--- src/rtl/morph_pkg.sv ---
// Shared types and constants for the 7x7 binary morphology block.
package morph_pkg;

  typedef enum logic [1:0] {
    MORPH_ERODE  = 2'd0,
    MORPH_DILATE = 2'd1,
    MORPH_THRESH = 2'd2,
    MORPH_PASS   = 2'd3
  } morph_mode_e;

  localparam int WIN        = 7;
  localparam int WIN_BITS   = 49;
  localparam int CENTER_IDX = 24;
  localparam int SUM_W      = 6;
  localparam int POP_W      = 3;

  // Per-window decision from the ones count (or the centre bit in pass mode).
  function automatic logic morph_decide(input morph_mode_e mode,
                                        input logic [SUM_W-1:0] sum,
                                        input logic [SUM_W-1:0] thresh,
                                        input logic center);
    logic res;
    res = 1'b0;
    case (mode)
      MORPH_ERODE:  res = (sum == SUM_W'(WIN_BITS));
      MORPH_DILATE: res = (sum != '0);
      MORPH_THRESH: res = (sum >= thresh);
      default:      res = center;
    endcase
    return res;
  endfunction

endpackage

--- src/rtl/morph_popcnt7.sv ---
// Combinational population count of one 7-pixel window row.
module morph_popcnt7
  import morph_pkg::*;
(
  input  logic [WIN-1:0]   bits_i,
  output logic [POP_W-1:0] count_o
);

  // Add up the set bits of the row
  always_comb begin
    count_o = '0;
    for (int i = 0; i < WIN; i++) begin
      count_o = count_o + POP_W'(bits_i[i]);
    end
  end

endmodule

--- src/rtl/bin_morph_7x7.sv ---
// 7x7 binary morphology (erode / dilate / threshold / pass) over a window
// stream, 3-cycle pipeline with matching sync delay and border masking.
// Optional per-frame ones counter on port frame_ones when MORPH_STATS_EN is defined.
module bin_morph_7x7
  import morph_pkg::*;
#(
  parameter int         IMG_HDISP  = 640,
  parameter int         IMG_VDISP  = 480,
  parameter logic [5:0] DEF_THRESH = 6'd25
) (
  input  logic                clk,
  input  logic                rst_n,
  input  logic                matrix_frame_vsync,
  input  logic                matrix_frame_href,
  input  logic                matrix_frame_clken,
  input  logic [WIN_BITS-1:0] matrix_in,
  input  logic [1:0]          mode_i,
  input  logic [5:0]          thresh_i,
  output logic                post_frame_vsync,
  output logic                post_frame_href,
  output logic                post_frame_clken,
  output logic                post_img_Bit
`ifdef MORPH_STATS_EN
  ,
  output logic [18:0]         frame_ones
`endif
);

  localparam int COL_W = $clog2(IMG_HDISP + 1);
  localparam int ROW_W = $clog2(IMG_VDISP);
  localparam logic [ROW_W-1:0] ROW_MAX = ROW_W'(IMG_VDISP - 1);

  // Control delay lines: bit 0 is one cycle late, bit 2 drives the outputs.
  logic [2:0] vsync_pipe_q, vsync_pipe_d;
  logic [2:0] href_pipe_q, href_pipe_d;
  logic [2:0] clken_pipe_q, clken_pipe_d;

  morph_mode_e      mode_q, mode_d;
  logic [SUM_W-1:0] thresh_q, thresh_d;
  logic [COL_W-1:0] col_cnt_q, col_cnt_d;
  logic [ROW_W-1:0] row_cnt_q, row_cnt_d;

  logic [WIN-1:0][POP_W-1:0] pop_w, pop_q, pop_d;
  logic                      center1_q, center1_d, ok1_q, ok1_d;
  logic [SUM_W-1:0]          sum_w, sum_q, sum_d;
  logic                      center2_q, center2_d, ok2_q, ok2_d;
  logic                      bit_q, bit_d;

  logic vsync_rise, href_fall, border_ok_w;

  assign vsync_rise  = matrix_frame_vsync & ~vsync_pipe_q[0];
  assign href_fall   = href_pipe_q[0] & ~matrix_frame_href;
  // A window is complete only once 7 columns and 7 lines have been seen.
  assign border_ok_w = (col_cnt_q >= COL_W'(WIN - 1)) && (row_cnt_q >= ROW_W'(WIN - 1));

  generate
    for (genvar gi = 0; gi < WIN; gi++) begin : g_row_pop
      morph_popcnt7 u_popcnt (
        .bits_i  (matrix_in[gi*WIN +: WIN]),
        .count_o (pop_w[gi])
      );
    end
  endgenerate

  // Sync delay lines, frame-stable configuration and position counters
  always_comb begin
    vsync_pipe_d = {vsync_pipe_q[1:0], matrix_frame_vsync};
    href_pipe_d  = {href_pipe_q[1:0], matrix_frame_href};
    clken_pipe_d = {clken_pipe_q[1:0], matrix_frame_clken};

    mode_d   = mode_q;
    thresh_d = thresh_q;
    if (vsync_rise) begin
      mode_d   = morph_mode_e'(mode_i);
      thresh_d = thresh_i;
    end

    col_cnt_d = col_cnt_q;
    if (!matrix_frame_href) begin
      col_cnt_d = '0;
    end else if (matrix_frame_clken) begin
      col_cnt_d = col_cnt_q + COL_W'(1);
    end

    row_cnt_d = row_cnt_q;
    if (vsync_rise) begin
      row_cnt_d = '0;
    end else if (href_fall && (row_cnt_q != ROW_MAX)) begin
      row_cnt_d = row_cnt_q + ROW_W'(1);
    end
  end

  // Data stages: row popcounts, window sum, masked decision
  always_comb begin
    sum_w = '0;
    for (int i = 0; i < WIN; i++) begin
      sum_w = sum_w + SUM_W'(pop_q[i]);
    end

    pop_d     = matrix_frame_clken ? pop_w : pop_q;
    center1_d = matrix_frame_clken ? matrix_in[CENTER_IDX] : center1_q;
    ok1_d     = matrix_frame_clken ? border_ok_w : ok1_q;

    sum_d     = clken_pipe_q[0] ? sum_w : sum_q;
    center2_d = clken_pipe_q[0] ? center1_q : center2_q;
    ok2_d     = clken_pipe_q[0] ? ok1_q : ok2_q;

    bit_d = bit_q;
    if (!href_pipe_q[1]) begin
      bit_d = 1'b0;
    end else if (clken_pipe_q[1]) begin
      bit_d = ok2_q & morph_decide(mode_q, sum_q, thresh_q, center2_q);
    end
  end

  // State registers with asynchronous clear
  always_ff @(posedge clk or negedge rst_n) begin
    if (!rst_n) begin
      vsync_pipe_q <= '0;
      href_pipe_q  <= '0;
      clken_pipe_q <= '0;
      mode_q       <= MORPH_ERODE;
      thresh_q     <= DEF_THRESH;
      col_cnt_q    <= '0;
      row_cnt_q    <= '0;
      pop_q        <= '0;
      center1_q    <= 1'b0;
      ok1_q        <= 1'b0;
      sum_q        <= '0;
      center2_q    <= 1'b0;
      ok2_q        <= 1'b0;
      bit_q        <= 1'b0;
    end else begin
      vsync_pipe_q <= vsync_pipe_d;
      href_pipe_q  <= href_pipe_d;
      clken_pipe_q <= clken_pipe_d;
      mode_q       <= mode_d;
      thresh_q     <= thresh_d;
      col_cnt_q    <= col_cnt_d;
      row_cnt_q    <= row_cnt_d;
      pop_q        <= pop_d;
      center1_q    <= center1_d;
      ok1_q        <= ok1_d;
      sum_q        <= sum_d;
      center2_q    <= center2_d;
      ok2_q        <= ok2_d;
      bit_q        <= bit_d;
    end
  end

  assign post_frame_vsync = vsync_pipe_q[2];
  assign post_frame_href  = href_pipe_q[2];
  assign post_frame_clken = clken_pipe_q[2];
  assign post_img_Bit     = bit_q;

`ifdef MORPH_STATS_EN
  logic [18:0] acc_q, acc_d, acc_inc_w, frame_ones_q, frame_ones_d;
  logic        post_vs_prev_q;

  // Count valid output ones per frame; publish and restart on output vsync rise
  always_comb begin
    acc_inc_w = acc_q;
    if (post_frame_clken && post_frame_href && post_img_Bit && (acc_q != '1)) begin
      acc_inc_w = acc_q + 19'd1;
    end
    acc_d        = acc_inc_w;
    frame_ones_d = frame_ones_q;
    if (post_frame_vsync && !post_vs_prev_q) begin
      frame_ones_d = acc_inc_w;
      acc_d        = '0;
    end
  end

  // Statistics registers
  always_ff @(posedge clk or negedge rst_n) begin
    if (!rst_n) begin
      acc_q          <= '0;
      frame_ones_q   <= '0;
      post_vs_prev_q <= 1'b0;
    end else begin
      acc_q          <= acc_d;
      frame_ones_q   <= frame_ones_d;
      post_vs_prev_q <= post_frame_vsync;
    end
  end

  assign frame_ones = frame_ones_q;
`endif

endmodule

--- config.mk ---
export PLATFORM = sky130hd
export DESIGN_NAME = bin_morph_7x7
export DESIGN_NICKNAME = d
export VERILOG_FILES = /design/src/rtl/morph_pkg.sv /design/src/rtl/morph_popcnt7.sv /design/src/rtl/bin_morph_7x7.sv
export SDC_FILE = /design/constraint.sdc
export NUM_CORES = 1
export LEC_CHECK = 0
export CELL_PAD_IN_SITES_DETAIL_PLACEMENT = 1
export CELL_PAD_IN_SITES_GLOBAL_PLACEMENT = 2
export CORE_MARGIN = 5
export CORE_UTILIZATION = 38
export DETAILED_ROUTE_END_ITERATION = 6
export PLACE_DENSITY = 0.95
export SLEW_MARGIN = 0
export SYNTH_ARGS = -nofsm -noshare
export SYNTH_HDL_FRONTEND = slang
export SYNTH_SLANG_ARGS = --single-unit
--- constraint.sdc ---
create_clock -name clk -period 7.4 [get_ports clk]
set_input_delay 2.22 -clock clk [delete_from_list [all_inputs] [get_ports clk]]
set_output_delay 2.22 -clock clk [all_outputs]
set_load 0.02 [all_outputs]
---- Word-level counts from Yosys, hierarchy flattened ----
Cells that the tools add are included.
operators by class
  shifts and indexed selects .............. 0
  add/subtract/negate cells ............... 50
  bitwise logic cells ..................... 5
  div/mod/pow operators ................... 0
  magnitude comparators ................... 3
  eq/ne operators ......................... 6
  muxes and demuxes ....................... 9
  $mul .................................... 0
  reduce and logical (&&, ||, !) cells .... 5
operator list
  kind                   count
  $add 3x1->3            35
  $mux 10                2
  $add 6x3->6            3
  $mux 9                 2
  $add 1x1->2            7
  $add 10x1->10 const B  1
  $ge 10x3->1 const B    1
  $add 9x1->9 const B    1
  $ge 9x3->1 const B     1
  $ne 9x9->1 const B     1
  $add 5x3->6            1
  $eq 6x6->1 const B     1
  $ge 6x6->1             1
  $reduce_bool 6->1      1
  $add 4x3->5            1
  $add 3x3->4            1
  $mux 1                 4
  $ne 2x1->1 const B     2
  $and 1x1->1            3
  $pmux 1 s3             1
  $eq 2x1->1 const B     1
  $eq 2x2->1 const B     1
  $logic_and 1x1->1      2
  $logic_not 2->1        1
  other kinds (2)        3
word-level totals
  input port bits ......................... 62
  memories ................................ 0
  bits in latches ......................... 0
  bits in writable memories ............... 0
  bits in read-only memories .............. 0
  bits in registers ....................... 68

---- Logic depth before layout (Yosys ltp) ----
Gate-level depths: netlist of run 1.
  depth after elaboration ................. 7
  gate-level depth with buffers ........... 15
  gate-level depth less buffers ........... 15

---- Cells and area by module ----
From an unflattened synthesis of run 1, not the netlist that was laid out.
unflattened totals
  cell total of the unflattened synthesis .. 390
  area total of the unflattened synthesis .. 4192.8 um^2
modules (own cells, without submodules)
  module         area an instance (um^2)  times used  cells an instance
  bin_morph_7x7  3422.0                   1           306
  morph_popcnt7  110.1                    7           12

---- Least setup slack after synthesis of run 1 ----
OpenSTA, ideal clock, no wires.
  kind .................................... input-to-reg
  from .................................... in matrix_in[42]
  to ...................................... reg pop_q[20] (netlist bit)
  arrival ................................. 4.351 ns
  buffers on the path ..................... 0
  library setup time ...................... 0.125 ns
  stages on the path ...................... 10
  path slack .............................. 2.924 ns
  cells stage by stage .................... ha_1 inv_1 fa_1 fa_1 inv_1 ha_1 inv_1 fa_1 xnor2_1 mux2_2
on the way
  cells in the longest elaborated chain, start to end .. 6
ends and longest elaborated chain
  element                   RTL line              text
  start: declaration        bin_morph_7x7.sv:16   input logic [WIN_BITS-1:0] matrix_in,
  $add 1x1->2               morph_popcnt7.sv:13   count_o = count_o + POP_W'(bits_i[i]);
  $add 3x1->3 (5 in a row)  morph_popcnt7.sv:13
  end signal: assignment    bin_morph_7x7.sv:141  pop_q <= pop_d;
  end: declaration          bin_morph_7x7.sv:43   logic [WIN-1:0][POP_W-1:0] pop_w, pop_q, pop_d;
No other way between the ends.
A chain may end at the register's enable or synchronous reset.

---- Final worst setup path of run 1 ----
Same ends and word-level chain as after synthesis.

==> flow_results.xml, run 1 <==
<?xml version="1.0" encoding="UTF-8"?>
<metrics>
  <group name="pwr">
    <metric name="power_per_cell_area" unit="nW/um2">416</metric>
    <metric name="irDropWorstVdd" unit="uV">334</metric>
    <metric name="power.leakage" unit="nW">2.85</metric>
  </group>
  <group name="sta">
    <metric name="max_freq" unit="MHz">215</metric>
    <metric name="setup_ws" unit="ns">2.75</metric>
    <metric name="setup_violations" unit="">0</metric>
    <metric name="final_max_slew_viol_count" unit="">0</metric>
    <metric name="fin_setup_tns" unit="ns">0</metric>
    <metric name="setup_repair_after_global_routing_missed_its_margin" unit="">false</metric>
    <metric name="period_share" unit="%">62.9</metric>
    <metric name="clock_skew_after_layout" unit="ns">0.00432</metric>
    <metric name="slew-limit-headroom" unit="%">43.9</metric>
    <metric name="timing_worst_slew_pin_value" unit="ns">0.841</metric>
    <metric name="hold_violation_total_from_the_final_report" unit="">0</metric>
    <metric name="timing.final.crit_period" unit="ns">4.65</metric>
  </group>
  <group name="clocking">
    <metric name="cts_inserted_buffers" unit="">9</metric>
    <metric name="cts_buffer_depth" unit="">2</metric>
    <metric name="clock_network_latency_to_the_later_pin_of_the_worst_skew_pair" unit="ns">0.33</metric>
    <metric name="cts.clk_slew.worst_paths" unit="ns">0.06</metric>
    <metric name="cts.sink_count" unit="">68</metric>
    <metric name="cts_hold_buf" unit="">0</metric>
    <metric name="post-cts-setup-buffer-count" unit="">0</metric>
    <metric name="cts_tree" unit="">built</metric>
    <metric name="postCtsResizedCells" unit="">0</metric>
    <metric name="ctsHtreeMaxLevel" unit="">3</metric>
    <metric name="cts_root_buf" unit="">sky130_fd_sc_hd__clkbuf_16</metric>
  </group>
  <group name="synth">
    <metric name="synthesis.yosys.warnings" unit="">0</metric>
    <metric name="netlist.area_leader.share" unit="%">36.6</metric>
    <metric name="postSynthRegisterBits" unit="">68</metric>
    <metric name="synth-edff-count" unit="">0</metric>
    <metric name="synth_largest_area_cell" unit="">sky130_fd_sc_hd__dfrtp_1</metric>
    <metric name="netlist-cell-type-count" unit="">42</metric>
    <metric name="syn_nets" unit="">553</metric>
    <metric name="synth_area_leaders" unit="">sky130_fd_sc_hd__dfrtp_1, sky130_fd_sc_hd__fa_1, sky130_fd_sc_hd__ha_1</metric>
    <metric name="seq_area_frac_synth" unit="%">38.4</metric>
    <metric name="postSynthCellCount" unit="">418</metric>
    <metric name="postSynth.asyncResetShare" unit="%">100</metric>
    <metric name="synth_area_per_cell" unit="um2">10.6</metric>
    <metric name="synth-main-ff-cell" unit="">sky130_fd_sc_hd__dfrtp_1</metric>
    <metric name="syn-cell-area" unit="um2">4450</metric>
  </group>
  <group name="routing">
    <metric name="first_iter_violations" unit="">133</metric>
    <metric name="vias" unit="">3057</metric>
    <metric name="detailedRoute.firstPassIterationCount" unit="">4</metric>
    <metric name="post-route-drc-count" unit="">0</metric>
    <metric name="detail-route-antenna-nets" unit="">0</metric>
    <metric name="route.detailed.wl_per_inst" unit="um">14.8</metric>
    <metric name="detail_route.wirelength" unit="um">9440</metric>
    <metric name="vias_per_cell" unit="">4.80</metric>
  </group>
  <group name="placement">
    <metric name="finalWeightedCongestion" unit="">0.770</metric>
    <metric name="numPortBuffers" unit="">65</metric>
    <metric name="worst_slack_at_placement" unit="ns">2.38</metric>
    <metric name="detailed_place_hpwl" unit="um">7160</metric>
  </group>
  <group name="worst_setup_path">
    <metric name="cp-start-kind" unit="">input port</metric>
    <metric name="cp-end-kind" unit="">flip-flop</metric>
    <metric name="crit_path_max_incr_delay" unit="ns">0.51</metric>
    <metric name="cp_cell_sequence" unit="">clkdlybuf4s50_1 &gt; ha_1 &gt; inv_1 &gt; fa_1 &gt; fa_1 &gt; inv_1 &gt; ha_1 &gt; inv_1 &gt; fa_1 &gt; xnor2_1 &gt; mux2_2</metric>
    <metric name="worst-endpoint-arrival" unit="ns">4.87</metric>
    <metric name="critPathMaxFanout" unit="">1</metric>
    <metric name="cp_data_required_time" unit="ns">7.62</metric>
    <metric name="cp_num_buf_inv" unit="">4</metric>
    <metric name="path_delay_family" unit="">adder cells</metric>
    <metric name="cp_slowest_cell" unit="">sky130_fd_sc_hd__fa_1</metric>
    <metric name="timing_worst_setup_path_type" unit="">in2reg</metric>
  </group>
  <group name="die">
    <metric name="placementRows" unit="">39</metric>
    <metric name="placeableCoreArea" unit="um2">11500</metric>
    <metric name="die_w" unit="um">118</metric>
    <metric name="initial_core_utilization" unit="%">38.8</metric>
    <metric name="die_y" unit="um">118</metric>
    <metric name="top_level_ports" unit="">66</metric>
    <metric name="fp.dieArea" unit="um2">14000</metric>
  </group>
  <group name="global_route">
    <metric name="number_of_antenna_violations_at_the_first_check_in_global_routing" unit="">0</metric>
    <metric name="pin_count_of_the_biggest_net_entering_global_routing" unit="">69</metric>
    <metric name="globalRoute.totalOverflow" unit="">0</metric>
    <metric name="grtUsageTotal" unit="%">14.4</metric>
    <metric name="via_count_of_the_first_global_routing_pass" unit="">3520</metric>
    <metric name="first_pass_grt_wire_length" unit="um">16600</metric>
  </group>
  <group name="final_layout">
    <metric name="antenna_cells_inserted" unit="">0</metric>
    <metric name="nets" unit="">624</metric>
    <metric name="syn_to_final_growth" unit="%">25.5</metric>
    <metric name="layout_cell_share_with_drive_strength_beyond_1" unit="%">8.30</metric>
  </group>
  <group name="flow_run">
    <metric name="drv_cap" unit="">0</metric>
  </group>
  <group name="hold_path">
    <metric name="worst_hold_path_type" unit="">reg2reg</metric>
  </group>
  <group name="run_status">
    <metric name="run_status" unit="">finished, final reports clean</metric>
  </group>
</metrics>
-- kinds of logic after synthesis --
group / count (synthesis) / synth area share [%]
simple gates: 74 / 9.48
mux: 22 / 5.35
compound gates: 39 / 5.54
flops: 68 / 38.4
buf+inv: 117 / 10.1
xor+xnor: 25 / 4.92
fa+ha+maj: 73 / 26.3
-- synthesized netlist by cell type, types with 2 or more instances --
cell type / number
sky130_fd_sc_hd__a211o_1: 2
sky130_fd_sc_hd__a21o_1: 2
sky130_fd_sc_hd__a21oi_1: 6
sky130_fd_sc_hd__and2_1: 10
sky130_fd_sc_hd__and3_1: 4
sky130_fd_sc_hd__and4_1: 4
sky130_fd_sc_hd__buf_2: 4
sky130_fd_sc_hd__clkbuf_1: 3
sky130_fd_sc_hd__dfrtp_1: 65
sky130_fd_sc_hd__dfstp_2: 3
sky130_fd_sc_hd__fa_1: 34
sky130_fd_sc_hd__ha_1: 39
sky130_fd_sc_hd__inv_1: 109
sky130_fd_sc_hd__mux2_2: 13
sky130_fd_sc_hd__mux2i_1: 8
sky130_fd_sc_hd__nand2_1: 21
sky130_fd_sc_hd__nand2b_1: 2
sky130_fd_sc_hd__nand3_1: 6
sky130_fd_sc_hd__nand4_1: 3
sky130_fd_sc_hd__nor2_1: 11
sky130_fd_sc_hd__nor3_1: 4
sky130_fd_sc_hd__nor4_1: 2
sky130_fd_sc_hd__o2111ai_1: 2
sky130_fd_sc_hd__o211ai_1: 3
sky130_fd_sc_hd__o21ai_0: 18
sky130_fd_sc_hd__xnor2_1: 16
sky130_fd_sc_hd__xor2_1: 9
-- metrics by stage --
stage               cells  utilization, %  hold WS (ns)  instance area (um2)  power, mW
floorplan             418               -         0.331                 4450       1.49
global placement      621            45.8         0.343                 5260       1.73
detailed placement    621            45.8         0.337                 5260       1.83
CTS                   637            48.7         0.354                 5580       2.37
global route          637            48.7         0.356                 5580       2.59
finish                637            48.7         0.351                 5580       2.32
-- flip-flops by register name (all words and copies together) (netlist names) --
signal / cells
mode_q: 2
pop_q: 21
ok1_q: 1
center1_q: 1
sum_q: 6
center2_q: 1
href_pipe_q: 3
ok2_q: 1
clken_pipe_q: 3
col_cnt_q: 10
post_img_Bit: 1
vsync_pipe_q: 3
thresh_q: 6
row_cnt_q: 9
-- path summary, 6_finish.rpt --
kind | end | cells past startpoint | startpoint | slack, ns
setup / recovery | pop_q[20]$_DFFE_PN0P_ | 11 | matrix_in[42] | 2.75
hold / removal | vsync_pipe_q[2]$_DFF_PN0_ | 0 | vsync_pipe_q[1]$_DFF_PN0_ | 0.35
setup reg to reg | sum_q[4]$_DFFE_PN0P_ | 13 | pop_q[2]$_DFFE_PN0P_ | 3.54
hold reg to reg | vsync_pipe_q[2]$_DFF_PN0_ | 0 | vsync_pipe_q[1]$_DFF_PN0_ | 0.35
max in group asynchronous | pop_q[1]$_DFFE_PN0P_ | 2 | rst_n | 4.77
min in group asynchronous | thresh_q[1]$_DFFE_PN0P_ | 2 | rst_n | 2.09
-- where the power goes --
group	internal, mW	switching, mW
registers	0.461	0.0605
clock network	0.296	0.169
logic	0.645	0.692
total	1.40	0.921
-- metal layers --
layer	global-route usage (%)	wire, um	vias up
met5	0	0	-
met4	3.23	99	0
met1	16.4	3680	1545
li1	-	-	1444
met2	27.0	5280	56
met3	3.68	383	12
-- layout by cell type (no fill, tap or decap), types with 3 or more instances in the layout --
cell type,synthesis,routed
sky130_fd_sc_hd__nor3_1,4,4
sky130_fd_sc_hd__fa_1,34,34
sky130_fd_sc_hd__ha_1,39,39
sky130_fd_sc_hd__and4_1,4,4
sky130_fd_sc_hd__inv_1,109,109
sky130_fd_sc_hd__nand2_1,21,21
sky130_fd_sc_hd__mux2_2,13,13
sky130_fd_sc_hd__o21ai_0,18,18
sky130_fd_sc_hd__a21oi_1,6,6
sky130_fd_sc_hd__and2_1,10,10
sky130_fd_sc_hd__dfrtp_1,65,65
sky130_fd_sc_hd__nand4_1,3,3
sky130_fd_sc_hd__nor2_1,11,11
sky130_fd_sc_hd__nand3_1,6,6
sky130_fd_sc_hd__buf_4,1,3
sky130_fd_sc_hd__mux2i_1,8,8
sky130_fd_sc_hd__xor2_1,9,9
sky130_fd_sc_hd__clkbuf_16,0,9
sky130_fd_sc_hd__dfstp_2,3,3
sky130_fd_sc_hd__xnor2_1,16,16
sky130_fd_sc_hd__and3_1,4,4
sky130_fd_sc_hd__clkdlybuf4s50_1,0,64
sky130_fd_sc_hd__o211ai_1,3,3
sky130_fd_sc_hd__clkinv_4,0,3
-- final cells by class --
class                           instances  area (um2)
Inverter                              109         409
Fill cell                            1253        5890
Sequential cell                        68        1710
Timing Repair Buffer                   68         668
Tap cell                              143         179
Clock inverter                          7         101
Multi-Input combinational cell        233        2290
Clock buffer                            9         225
Power figures use the tool's default switching activity.
==> run 2: changes to the inputs <==
Settings changed: CORE_UTILIZATION 38 to 32, PLACE_DENSITY 0.95 to 0.89.
Clock period 7.4 ns to 3.8 ns, I/O delays scaled along.
==> run 2 against run 1 <==
Against the previous run:
- sequential share of layout area decreased by 0.22 points
- clock power increased by 81%
- global-route usage decreased by 2.7 points
- sequential power increased by 95%
- total power increased by 99%
- clock-buffer cell count increased by 3
- wire length decreased by 5.6%
- final cell count increased by 6.0%
- via count decreased by 1.7%
- combinational power increased by 110%
==> flow_results.xml, run 2 (synthesized netlist as in run 1, its figures left out) <==
<?xml version="1.0" encoding="UTF-8"?>
<metrics>
  <group name="final_layout">
    <metric name="final_common_cell" unit="">sky130_fd_sc_hd__inv_1</metric>
    <metric name="final_core_utilization" unit="%">40.8</metric>
    <metric name="layout.cells.most_common_list" unit="">sky130_fd_sc_hd__inv_1, sky130_fd_sc_hd__dfrtp_1, sky130_fd_sc_hd__clkdlybuf4s50_1, sky130_fd_sc_hd__ha_1, sky130_fd_sc_hd__fa_1</metric>
    <metric name="largest_reg_flops" unit="">21</metric>
    <metric name="postLayoutCellArea" unit="um2">5620</metric>
    <metric name="syn_to_final_growth" unit="%">26.4</metric>
    <metric name="reg.largest.list" unit="">pop_q x21, col_cnt_q x10, row_cnt_q x9</metric>
    <metric name="antenna_cells_inserted" unit="">0</metric>
    <metric name="register_with_the_highest_flop_count" unit="">pop_q</metric>
    <metric name="nets" unit="">625</metric>
    <metric name="layout_cell_share_with_drive_strength_beyond_1" unit="%">9.90</metric>
  </group>
  <group name="clocking">
    <metric name="cts.sink_count" unit="">68</metric>
    <metric name="clock_network_latency_to_the_later_pin_of_the_worst_skew_pair" unit="ns">0.33</metric>
    <metric name="cts_hold_buf" unit="">0</metric>
    <metric name="ctsHtreeMaxLevel" unit="">3</metric>
    <metric name="cts_root_buf" unit="">sky130_fd_sc_hd__clkbuf_16</metric>
    <metric name="cts_inserted_buffers" unit="">9</metric>
    <metric name="cts_tree" unit="">built</metric>
    <metric name="cts_buffer_depth" unit="">2</metric>
    <metric name="cts.clk_slew.worst_paths" unit="ns">0.05</metric>
  </group>
  <group name="sta">
    <metric name="slew-limit-headroom" unit="%">43.6</metric>
    <metric name="clock_skew_after_layout" unit="ns">0.00711</metric>
    <metric name="max_freq" unit="MHz">272</metric>
    <metric name="setup_violations" unit="">0</metric>
    <metric name="period_share" unit="%">96.7</metric>
    <metric name="setup_repair_after_global_routing_missed_its_margin" unit="">true</metric>
    <metric name="timing.final.crit_period" unit="ns">3.68</metric>
    <metric name="timing_worst_slew_pin_value" unit="ns">0.846</metric>
    <metric name="final_max_slew_viol_count" unit="">0</metric>
    <metric name="hold_violation_total_from_the_final_report" unit="">0</metric>
  </group>
  <group name="hold_path">
    <metric name="worst_hold_end" unit="">vsync_pipe_q[2]$_DFF_PN0_</metric>
    <metric name="worst_hold_startpoint" unit="">vsync_pipe_q[1]$_DFF_PN0_</metric>
    <metric name="hold_depth" unit="">0</metric>
    <metric name="worst_hold_path_type" unit="">reg2reg</metric>
  </group>
  <group name="worst_setup_path">
    <metric name="flop2flop_setup_slack" unit="ns">0.12</metric>
    <metric name="cp-start-kind" unit="">flip-flop</metric>
    <metric name="critical_path.reg2reg.startpoint" unit="">pop_q[17]$_DFFE_PN0P_</metric>
    <metric name="timing_worst_setup_path_type" unit="">reg2reg</metric>
    <metric name="worst_r2r_endpoint" unit="">sum_q[4]$_DFFE_PN0P_</metric>
    <metric name="cp-end-kind" unit="">flip-flop</metric>
    <metric name="cp_data_required_time" unit="ns">4.00</metric>
    <metric name="worst-endpoint-arrival" unit="ns">3.88</metric>
    <metric name="startpoint" unit="">pop_q[17]$_DFFE_PN0P_</metric>
    <metric name="critPathMaxFanout" unit="">2</metric>
    <metric name="r2r.worst_path.cells" unit="">13</metric>
  </group>
  <group name="routing">
    <metric name="detailedRoute.firstPassIterationCount" unit="">4</metric>
    <metric name="detail_route.wirelength" unit="um">8910</metric>
    <metric name="post-route-drc-count" unit="">0</metric>
    <metric name="vias_per_cell" unit="">4.45</metric>
    <metric name="vias" unit="">3004</metric>
    <metric name="first_iter_violations" unit="">102</metric>
    <metric name="route.detailed.wl_per_inst" unit="um">13.2</metric>
    <metric name="detail-route-antenna-nets" unit="">0</metric>
  </group>
  <group name="die">
    <metric name="top_level_ports" unit="">66</metric>
    <metric name="initial_core_utilization" unit="%">32.3</metric>
    <metric name="die_y" unit="um">128</metric>
    <metric name="die_w" unit="um">128</metric>
    <metric name="placementRows" unit="">43</metric>
    <metric name="placeableCoreArea" unit="um2">13800</metric>
    <metric name="fp.dieArea" unit="um2">16400</metric>
  </group>
  <group name="global_route">
    <metric name="grtUsageTotal" unit="%">11.7</metric>
    <metric name="number_of_antenna_violations_at_the_first_check_in_global_routing" unit="">0</metric>
    <metric name="globalRoute.totalOverflow" unit="">0</metric>
    <metric name="pin_count_of_the_biggest_net_entering_global_routing" unit="">69</metric>
    <metric name="first_pass_grt_wire_length" unit="um">15600</metric>
    <metric name="via_count_of_the_first_global_routing_pass" unit="">3473</metric>
  </group>
  <group name="pwr">
    <metric name="irDropWorstVdd" unit="uV">589</metric>
    <metric name="power.leakage" unit="nW">2.85</metric>
    <metric name="power_per_cell_area" unit="nW/um2">822</metric>
  </group>
  <group name="placement">
    <metric name="placed_area" unit="um2">5300</metric>
    <metric name="numPortBuffers" unit="">65</metric>
    <metric name="finalWeightedCongestion" unit="">0.765</metric>
    <metric name="detailed_place_hpwl" unit="um">7040</metric>
  </group>
  <group name="flow_run">
    <metric name="drv_cap" unit="">0</metric>
  </group>
  <group name="run_status">
    <metric name="run_status" unit="">finished, final reports clean</metric>
  </group>
</metrics>
[run 2: critical path, cell delays in order, from the launching register on]
cell                      delay [ns]
sky130_fd_sc_hd__dfrtp_1        0.33
sky130_fd_sc_hd__inv_2          0.05
sky130_fd_sc_hd__fa_1           0.55
sky130_fd_sc_hd__inv_2          0.05
sky130_fd_sc_hd__fa_1           0.55
sky130_fd_sc_hd__inv_2          0.04
sky130_fd_sc_hd__fa_1           0.49
sky130_fd_sc_hd__inv_2          0.04
sky130_fd_sc_hd__fa_1           0.49
sky130_fd_sc_hd__ha_1           0.30
sky130_fd_sc_hd__a21o_1         0.17
sky130_fd_sc_hd__a21oi_2        0.13
sky130_fd_sc_hd__xnor2_1        0.10
sky130_fd_sc_hd__mux2_4         0.26
[run 2: stage by stage]
stage	power, mW	hold slack [ns]	setup TNS, ns	worst slack [ns]	cells
floorplan	2.90	0.331	0	0.212	418
global placement	3.39	0.337	-0.0643	-0.0643	658
detailed placement	3.62	0.337	-0.408	-0.144	658
CTS	4.62	0.349	0	0.0126	674
global route	5.13	0.352	-0.0244	-0.0244	675
finish	4.62	0.349	0	0.124	675
[run 2: timing repair]
| action | 4_1_cts | 5_1_grt |
|---|---|---|
| pin swaps | 1 | 8 |
| buffers inserted | 0 | 1 |
| endpoints found under the setup margin | 2 | 3 |
| gates resized for setup | 2 | 7 |
[run 2: cell type report]
| cell class | instances | area, um2 |
|---|---|---|
| clock buffer | 12 | 256 |
| multi-input combinational | 233 | 2300 |
| inverter | 109 | 409 |
| sequential | 68 | 1710 |
| timing repair buffer | 69 | 676 |
| tap | 180 | 225 |
| clock inverter | 4 | 47.5 |
| fill | 1565 | 8150 |
[run 2: routing by layer]
layer  GRT usage (%)  share of wire (%)
met1            13.1                 41
met2            22.1                 54
met3            3.13                4.1
met4            2.62               0.75
met5               0                  0
[run 2: worst max-delay path by stage]
| stage | to | cells past startpoint |
|---|---|---|
| 5_1_grt | sum_q[4]$_DFFE_PN0P_ | 13 |
| 3_3_place_gp | pop_q[20]$_DFFE_PN0P_ | 11 |
| 2_1_floorplan | sum_q[4]$_DFFE_PN0P_ | 13 |
| 6_report | sum_q[4]$_DFFE_PN0P_ | 13 |
| 4_1_cts | sum_q[4]$_DFFE_PN0P_ | 13 |
| 3_5_place_dp | pop_q[20]$_DFFE_PN0P_ | 11 |
[run 2: power breakdown]
part           total [mW]  switching [mW]  internal [mW]
Sequential           1.02           0.120          0.898
Clock               0.841           0.299          0.541
Combinational        2.77            1.41           1.35
Total                4.62            1.83           2.79
==> run 3: changes to the inputs <==
Settings changed: CORE_MARGIN 5 to 2, CTS_CLUSTER_SIZE from default to 20.
==> run 3 against run 2 <==
Against the previous run:
- final cell count is 0.15% higher
- register-to-register slack better by 0.02 ns
- critical path depth stayed put
- clock power is 22% higher
- non-clock buffer count is 1 higher
- largest power group unchanged
- highest routed layer unchanged
==> flow_results.xml, run 3 (synthesized netlist as in run 1, its figures left out) <==
<?xml version="1.0" encoding="UTF-8"?>
<metrics>
  <group name="run_status">
    <metric name="run_status" unit="">finished, final reports clean</metric>
  </group>
  <group name="worst_setup_path">
    <metric name="cp_slowest_cell" unit="">sky130_fd_sc_hd__fa_1</metric>
    <metric name="cp-start-kind" unit="">flip-flop</metric>
    <metric name="crit_path_max_incr_delay" unit="ns">0.58</metric>
    <metric name="critPathMaxFanout" unit="">2</metric>
    <metric name="path_delay_family" unit="">adder cells</metric>
    <metric name="worst_r2r_endpoint" unit="">sum_q[4]$_DFFE_PN0P_</metric>
    <metric name="cp_num_buf_inv" unit="">4</metric>
    <metric name="r2r.worst_path.cells" unit="">13</metric>
    <metric name="cp_data_required_time" unit="ns">4.01</metric>
    <metric name="timing_worst_setup_path_type" unit="">reg2reg</metric>
    <metric name="critical_path.reg2reg.startpoint" unit="">pop_q[8]$_DFFE_PN0P_</metric>
    <metric name="cp-end-kind" unit="">flip-flop</metric>
    <metric name="flop2flop_setup_slack" unit="ns">0.15</metric>
    <metric name="worst-endpoint-arrival" unit="ns">3.87</metric>
    <metric name="cp_cell_sequence" unit="">inv_2 &gt; fa_1 &gt; inv_2 &gt; fa_1 &gt; inv_2 &gt; fa_1 &gt; inv_2 &gt; fa_1 &gt; ha_1 &gt; a21o_1 &gt; a21oi_2 &gt; xnor2_1 &gt; mux2_2</metric>
  </group>
  <group name="hold_path">
    <metric name="worst_hold_startpoint" unit="">vsync_pipe_q[1]$_DFF_PN0_</metric>
    <metric name="worst_hold_path_type" unit="">reg2reg</metric>
    <metric name="hold_depth" unit="">0</metric>
    <metric name="worst_hold_end" unit="">vsync_pipe_q[2]$_DFF_PN0_</metric>
  </group>
  <group name="routing">
    <metric name="route.detailed.wl_per_inst" unit="um">13.2</metric>
    <metric name="first_iter_violations" unit="">71</metric>
    <metric name="detailedRoute.firstPassIterationCount" unit="">4</metric>
    <metric name="vias_per_cell" unit="">4.44</metric>
    <metric name="post-route-drc-count" unit="">0</metric>
    <metric name="vias" unit="">3004</metric>
    <metric name="detail-route-antenna-nets" unit="">0</metric>
    <metric name="detail_route.wirelength" unit="um">8920</metric>
  </group>
  <group name="final_layout">
    <metric name="largest_reg_flops" unit="">21</metric>
    <metric name="reg.largest.list" unit="">pop_q x21, col_cnt_q x10, row_cnt_q x9</metric>
    <metric name="syn_to_final_growth" unit="%">28.1</metric>
    <metric name="final_common_cell" unit="">sky130_fd_sc_hd__inv_1</metric>
    <metric name="n_fill_cell" unit="">1522</metric>
    <metric name="nets" unit="">626</metric>
    <metric name="antenna_cells_inserted" unit="">0</metric>
    <metric name="layout.cells.most_common_list" unit="">sky130_fd_sc_hd__inv_1, sky130_fd_sc_hd__dfrtp_1, sky130_fd_sc_hd__clkdlybuf4s50_1, sky130_fd_sc_hd__ha_1, sky130_fd_sc_hd__fa_1</metric>
    <metric name="layout_cell_share_with_drive_strength_beyond_1" unit="%">10.1</metric>
    <metric name="area_of_all_sequential_standard_cells" unit="um2">1710</metric>
    <metric name="register_with_the_highest_flop_count" unit="">pop_q</metric>
    <metric name="final_core_utilization" unit="%">41.5</metric>
    <metric name="multi_input_comb_area" unit="um2">2300</metric>
  </group>
  <group name="global_route">
    <metric name="globalRoute.totalOverflow" unit="">0</metric>
    <metric name="number_of_antenna_violations_at_the_first_check_in_global_routing" unit="">0</metric>
    <metric name="pin_count_of_the_biggest_net_entering_global_routing" unit="">29</metric>
    <metric name="first_pass_grt_wire_length" unit="um">15300</metric>
    <metric name="grtUsageTotal" unit="%">13.2</metric>
    <metric name="via_count_of_the_first_global_routing_pass" unit="">3354</metric>
  </group>
  <group name="clocking">
    <metric name="cts.clk_slew.worst_paths" unit="ns">0.06</metric>
    <metric name="cts_buffer_depth" unit="">2</metric>
    <metric name="cts.sink_count" unit="">68</metric>
    <metric name="clock_network_latency_to_the_later_pin_of_the_worst_skew_pair" unit="ns">0.34</metric>
    <metric name="cts_tree" unit="">built</metric>
    <metric name="cts_root_buf" unit="">sky130_fd_sc_hd__clkbuf_16</metric>
    <metric name="ctsHtreeMaxLevel" unit="">3</metric>
    <metric name="cts_inserted_buffers" unit="">9</metric>
  </group>
  <group name="sta">
    <metric name="timing_worst_slew_pin_value" unit="ns">0.523</metric>
    <metric name="slew-limit-headroom" unit="%">65.1</metric>
    <metric name="timing.final.crit_period" unit="ns">3.65</metric>
    <metric name="clock_skew_after_layout" unit="ns">0.00782</metric>
    <metric name="setup_violations" unit="">0</metric>
    <metric name="final_max_slew_viol_count" unit="">0</metric>
    <metric name="hold_violation_total_from_the_final_report" unit="">0</metric>
    <metric name="period_share" unit="%">96.1</metric>
    <metric name="fin_setup_tns" unit="ns">0</metric>
    <metric name="max_freq" unit="MHz">274</metric>
    <metric name="setup_repair_after_global_routing_missed_its_margin" unit="">true</metric>
  </group>
  <group name="pwr">
    <metric name="p_sw" unit="mW">1.75</metric>
    <metric name="combPwrFrac" unit="%">56.0</metric>
    <metric name="power_frac_clock" unit="%">22.2</metric>
    <metric name="swShare" unit="%">37.5</metric>
    <metric name="power_per_cell_area" unit="nW/um2">818</metric>
    <metric name="irDropWorstVdd" unit="uV">662</metric>
    <metric name="cellInternalPower" unit="mW">2.91</metric>
    <metric name="total_power" unit="mW">4.66</metric>
    <metric name="power.leakage" unit="nW">2.89</metric>
    <metric name="power.sequential.fraction" unit="%">21.8</metric>
  </group>
  <group name="die">
    <metric name="die_y" unit="um">122</metric>
    <metric name="fp.dieArea" unit="um2">14900</metric>
    <metric name="die_w" unit="um">122</metric>
    <metric name="top_level_ports" unit="">66</metric>
    <metric name="placeableCoreArea" unit="um2">13700</metric>
    <metric name="placementRows" unit="">43</metric>
    <metric name="initial_core_utilization" unit="%">32.4</metric>
  </group>
  <group name="placement">
    <metric name="finalWeightedCongestion" unit="">0.738</metric>
    <metric name="detailed_place_hpwl" unit="um">7120</metric>
    <metric name="numPortBuffers" unit="">65</metric>
  </group>
  <group name="flow_run">
    <metric name="drv_cap" unit="">0</metric>
  </group>
</metrics>
-- run 3: cell count changes in the layout (fill, tap and decap cells not counted), sizes merged --
cell / delta
clkinv: -1
clkbuf: -2
bufinv: +3
buf: +1
inv: +1
clkinvlp: -1
-- run 3: worst max-delay path by stage --
stage,end,slack [ns],start,cells after the start
after floorplan,sum_q[4]$_DFFE_PN0P_,0.21,pop_q[2]$_DFFE_PN0P_,13
after global placement,pop_q[20]$_DFFE_PN0P_,-0.06,matrix_in[42],11
after detailed placement,pop_q[20]$_DFFE_PN0P_,-0.09,matrix_in[43],11
after CTS,sum_q[4]$_DFFE_PN0P_,0.002,pop_q[11]$_DFFE_PN0P_,13
after global routing,sum_q[4]$_DFFE_PN0P_,-0.04,pop_q[8]$_DFFE_PN0P_,13
final,sum_q[4]$_DFFE_PN0P_,0.15,pop_q[8]$_DFFE_PN0P_,13
-- run 3: metal layers --
| metal | up-vias | GRT usage, % | part of all wire, % |
|---|---|---|---|
| met5 | - | 0 | 0 |
| met4 | 0 | 4.02 | 1.1 |
| met3 | 10 | 2.48 | 4.1 |
| met2 | 62 | 25.2 | 55 |
| met1 | 1484 | 14.6 | 40 |
| li1 | 1448 | - | - |
-- run 3: area by class of cell --
class	count	share of cell area [%]
clock inverters	6	2.35
well taps	180	3.95
flip-flops and latches	68	29.9
clock buffers	10	4.20
multi-input cells	233	40.4
inverters	109	7.18
repair buffers	70	12.0
-- run 3: timing repair --
| action | CTS | global route |
|---|---|---|
| endpoints found under the setup margin | 3 | 3 |
| pin swaps | 2 | 10 |
| gates resized for setup | 2 | 5 |
| hold buffers | 0 | 0 |
| buffers inserted | 0 | 0 |
-- run 3: power groups by stage --
stage | registers [mW] | logic (mW) | clock network [mW]
2_1_floorplan | 0.988 | 1.91 | 0
4_1_cts | 1.02 | 2.67 | 1.06
3_3_place_gp | 1.02 | 2.36 | 0
3_5_place_dp | 1.03 | 2.52 | 0
5_1_grt | 1.04 | 3.09 | 1.09
6_report | 1.02 | 2.61 | 1.03
-- run 3: worst register-to-register path: stages, from the launching register on --
cell	delay, ns
sky130_fd_sc_hd__dfrtp_1	0.34
sky130_fd_sc_hd__inv_2	0.05
sky130_fd_sc_hd__fa_1	0.55
sky130_fd_sc_hd__inv_2	0.05
sky130_fd_sc_hd__fa_1	0.58
sky130_fd_sc_hd__inv_2	0.05
sky130_fd_sc_hd__fa_1	0.49
sky130_fd_sc_hd__inv_2	0.04
sky130_fd_sc_hd__fa_1	0.47
sky130_fd_sc_hd__ha_1	0.28
sky130_fd_sc_hd__a21o_1	0.17
sky130_fd_sc_hd__a21oi_2	0.13
sky130_fd_sc_hd__xnor2_1	0.08
sky130_fd_sc_hd__mux2_2	0.26
-- run 3: per-stage QoR --
stage | area (um2) | cells | setup slack (ns) | hold WS [ns]
floorplan | 4450 | 418 | 0.212 | 0.331
global placement | 5320 | 660 | -0.0643 | 0.346
detailed placement | 5320 | 660 | -0.0901 | 0.350
CTS | 5700 | 676 | 0.00200 | 0.360
global route | 5700 | 676 | -0.0416 | 0.362
finish | 5700 | 676 | 0.147 | 0.356
